===== src/rtl/sequence_detector.sv =====
// -----------------------------------------------------------------------------
// sequence_detector
//   Moore serial bit-pattern detector for framing/marker detection on a serial
//   data path. One bit is consumed on every rising clk edge. `detected` is a
//   pure decode of the state register and goes high for the cycle after the
//   final pattern bit has been sampled.
//
//   Parameters:
//     PAT_LEN  - pattern length in bits (2..16)
//     PATTERN  - pattern to match; bit [PAT_LEN-1] is received first
//     OVERLAP  - 1: a suffix of a match may begin the next match
//                0: matching restarts from empty after a detection
//
//   Ports:
//     clk       in   clock, all updates on rising edge
//     reset     in   synchronous active-low reset (0 = reset)
//     inBit     in   serial data bit
//     detected  out  high while the FSM sits in the match state
//
//   State | meaning
//   ------+-----------------------------------------------------------
//   S0    | nothing matched
//   Sk    | first k pattern bits equal the k most recent input bits
//   S_MATCH (=S_PAT_LEN) | full pattern just received; detected = 1
// -----------------------------------------------------------------------------
module sequence_detector #(
  parameter int                 PAT_LEN = 4,
  parameter logic [PAT_LEN-1:0] PATTERN = 4'b1001,
  parameter bit                 OVERLAP = 1'b1
) (
  input  logic clk,
  input  logic reset,
  input  logic inBit,
  output logic detected
);

  localparam int ST_W = $clog2(PAT_LEN + 1);
  localparam int N_ST = 1 << ST_W;

  localparam logic [ST_W-1:0] S0      = '0;
  localparam logic [ST_W-1:0] S_MATCH = ST_W'(PAT_LEN);

  // Pattern bit in reception order: index 0 is the first bit received.
  function automatic int pat_bit(input int i);
    return PATTERN[PAT_LEN-1-i] ? 1 : 0;
  endfunction

  // KMP transition: longest prefix of the pattern that is a suffix of
  // (first k pattern bits followed by b). In non-overlap mode the match
  // state forgets its history and behaves like S0.
  function automatic int kmp_next(input int k, input int b);
    int  kk;
    int  hlen;
    int  res;
    int  hpos;
    int  hb;
    bit  ok;
    kk = k;
    if (k == PAT_LEN && !OVERLAP) kk = 0;
    hlen = kk + 1;
    res  = 0;
    for (int j = 1; j <= PAT_LEN; j++) begin
      if (j <= hlen) begin
        ok = 1'b1;
        for (int i = 0; i < j; i++) begin
          hpos = hlen - j + i;
          hb   = (hpos == kk) ? b : pat_bit(hpos);
          if (pat_bit(i) != hb) ok = 1'b0;
        end
        if (ok) res = j;
      end
    end
    return res;
  endfunction

  // Transition tables indexed by the current state, one per input value.
  // Encodings beyond S_MATCH are unreachable; they fall back to S0.
  logic [ST_W-1:0] nxt0 [N_ST];
  logic [ST_W-1:0] nxt1 [N_ST];

  for (genvar k = 0; k < N_ST; k++) begin : g_next
    if (k <= PAT_LEN) begin : g_live
      localparam logic [ST_W-1:0] NX0 = ST_W'(kmp_next(k, 0));
      localparam logic [ST_W-1:0] NX1 = ST_W'(kmp_next(k, 1));
      assign nxt0[k] = NX0;
      assign nxt1[k] = NX1;
    end else begin : g_unused
      assign nxt0[k] = S0;
      assign nxt1[k] = S0;
    end
  end

  logic [ST_W-1:0] state_q;
  logic [ST_W-1:0] state_d;

  always_comb begin
    state_d = inBit ? nxt1[state_q] : nxt0[state_q];
  end

  always_ff @(posedge clk) begin
    if (!reset) begin
      state_q <= S0;
    end else begin
      state_q <= state_d;
    end
  end

  assign detected = (state_q == S_MATCH);

endmodule


===== config.mk =====
export PLATFORM = sky130hd
export DESIGN_NAME = sequence_detector
export DESIGN_NICKNAME = d
export VERILOG_FILES = /design/src/rtl/sequence_detector.sv
export SDC_FILE = /design/constraint.sdc
export NUM_CORES = 1
export LEC_CHECK = 0
export ABC_CLOCK_PERIOD_IN_PS = 1000
export BUFFER_PORTS_ARGS = -buffer_cell sky130_fd_sc_hd__buf_2
export CELL_PAD_IN_SITES_DETAIL_PLACEMENT = 0
export CELL_PAD_IN_SITES_GLOBAL_PLACEMENT = 1
export CORE_AREA = 2 2 39 41
export DETAILED_ROUTE_END_ITERATION = 6
export DIE_AREA = 0 0 41 43
export PLACE_DENSITY_LB_ADDON = 0.12
export SYNTH_ARGS = -nofsm -noshare
export SYNTH_HDL_FRONTEND = slang
export SYNTH_SLANG_ARGS = --single-unit

===== constraint.sdc =====
create_clock -name clk -period 1 [get_ports clk]
set_clock_uncertainty 0.1 [all_clocks]
set_input_delay 0.15 -clock clk [delete_from_list [all_inputs] [get_ports clk]]
set_output_delay 0.15 -clock clk [all_outputs]
set_load 0.1 [all_outputs]

==> flow_metrics.tcl <==
set metrics [dict create \
    netlist_instances 19 \
    htreeDepth 1 \
    wl_um 475 \
    drt_iter0_markers 0 \
    finalWorstSetupSlack_ps -302 \
    final_cell_mix "7 x buf_4, 3 x clkbuf_4, 2 x inv_2, 2 x buf_2, 2 x dfxtp_2" \
    regMostFlops "state_q" \
    fin_nets 40 \
    dpl.cell_count 41 \
    hold_viol_final 0 \
    final.min_clock_period_ps 1300 \
    yosysWarnings 0 \
    layout.cells.non_filler 49 \
    grt_pass1_wl_um 786 \
    pwr-share-clk 0.511 \
    maxSlewHeadroom 0.910 \
    setup_violations 3 \
    fmax_ghz 0.768 \
    cp_data_required_time_ps 750 \
    grt_max_degree 5 \
    min_path_type "primary input to flop" \
    leakagePower_nw 0.143 \
    grt_overflow 0 \
    r2r_setup_slack_ps -200 \
    gp_congestion 0.591 \
    path_class "flop to primary output" \
    final_util 0.249 \
    rsz0062_at_grt "true" \
    largest_reg_flops 3 \
    power_density_nw_per_um2 1190 \
    design.core.area_um2 1380 \
    ctsRootBufferMaster "clkbuf_4" \
    ys_types 12 \
    slew_violations 0 \
    reg_top3 "state_q: 3 flops" \
    drive_gt1_frac 0.788 \
    dieHeight_um 43 \
    cts.reportedPaths.clkPinSlew_ps 40 \
    cts_hold_buffers 0 \
    hold_depth 2 \
    num_vias 175 \
    ys_seq_area_frac 0.348 \
    min_period_over_period 1.30 \
    regToRegEndpoint "state_q[0]" \
    rows 14 \
    initial_utilization 0.125 \
    routed_via_density 3.57 \
    cts_tree "done" \
    synth_seq_cells 3 \
    pre_cts_ws_ps -156 \
    diodes 0 \
    cp-end-kind "primary output" \
    switching_power_mw 0.0928 \
    drv_cap 0 \
    drc 0 \
    holdPathEnd "state_q[1]" \
    cp.arrival_ps 1050 \
    run_status "complete, but fails checks" \
    worstSkewPairLatency_ps 230 \
    p_sw_frac 0.227 \
    cp_max_fo 2 \
    final_common_cell "buf_4" \
    ant_nets 0 \
    die_area_um2 1760 \
    violations "setup timing" \
    fillers 156 \
    routedWlPerCell_um 9.69 \
    grt_pass1_vias 186 \
    clock-sinks 3 \
    die_w_um 41 \
    p_int_mw 0.315 \
    synthesis.nets 25 \
    numCtsBuffers 3 \
    rr_startpoint "state_q[0]" \
    startpoint_type "flop" \
    p_seq_frac 0.318 \
    io_buffers 3 \
    syn-cell-area_um2 173 \
    avgSynthCellArea_um2 9.09 \
    tns_ps -694 \
    rr_worst_depth 6 \
    area_growth_pct 99.3 \
    antenna_found_initial 0 \
    worst_pin_slew_ps 133 \
    hold_start "inBit" \
    comb_power_share 0.172 \
    ioPinCount 4 \
    peakVddDrop_v 0.000505 \
    cts_max_path_buffers 2 \
    grtUsageTotal 0.0752 \
    drt_first_pass_iters 1 \
    hpwlAfterDp_um 292 \
]
how the worst max path moves through the flow:
| stage | from | to | slack, ps | cells past startpoint |
|---|---|---|---|---|
| 2_1_floorplan | state_q[0] | state_q[1] | -200 | 5 |
| 3_3_place_gp | state_q[0] | state_q[0] | -160 | 5 |
| 3_5_place_dp | state_q[0] | state_q[1] | -160 | 5 |
| 4_1_cts | state_q[0] | detected | -310 | 4 |
| 5_1_grt | state_q[1] | detected | -350 | 4 |
| 6_report | state_q[1] | detected | -300 | 4 |
worst max-delay path, stage by stage (launching register included):
cell and delay, ps:
dfxtp_2 330, inv_2 50, ha_4 140, and2_4 140
buf_12 160
cell type report:
type | count | area, um2 | area share
sequential | 3 | 62.6 | 0.182
timing repair buffer | 10 | 82.6 | 0.240
clock buffer | 4 | 26.3 | 0.0764
tap | 16 | 20.0 | 0.0582
inverter | 3 | 11.3 | 0.0327
multi-input combinational | 13 | 141 | 0.411
per-stage QoR:
stage / total power [mW] / instance area (um2) / hold slack, ps
after global placement: 0.171 / 248 / 255
after floorplan: 0.152 / 175 / 112
final: 0.408 / 344 / 57.7
after detailed placement: 0.172 / 248 / 263
after CTS: 0.410 / 327 / 22.8
after global routing: 0.437 / 344 / 57.4
cell families after synthesis:
family,after synthesis,share of synthesized area
simple gates,7,0.261
compound gates,3,0.109
buf+inv,3,0.0652
fa+ha+maj,3,0.217
flops,3,0.348
cells in the mapped netlist, drive strengths merged:
cell type  n  area [um2]
nand3      1        5.00
nor3       1        5.00
inv        3        11.3
a21oi      2        13.8
nor2       2        7.51
dfxtp      3        60.1
and2       1        8.76
ha         3        37.5
nor3b      1        12.5
nor2b      1        6.26
o21ai      1        5.00
per-layer routing:
layer / global-route usage / part of all wire / wire (um)
met1: 0.0641 / 0.30 / 142
met2: 0.113 / 0.64 / 305
met3: 0.0366 / 0.057 / 27
met4: 0.0800 / 0 / 0
met5: 0 / 0 / 0
power by group through the flow:
stage	Clock (mW)	Sequential (mW)	Combinational, mW
after floorplan	0	0.131	0.0208
after global placement	0	0.132	0.0391
after detailed placement	0	0.132	0.0398
after CTS	0.219	0.130	0.0613
after global routing	0.228	0.130	0.0781
final	0.208	0.130	0.0700
repair_timing:
item                       in CTS  in global routing
setup buffers                   3                  1
cloned                          0                  0
pin swaps                       5                  0
setup endpoints to repair       3                  3
gates resized for setup         8                  3
Power figures use the tool's default switching activity.
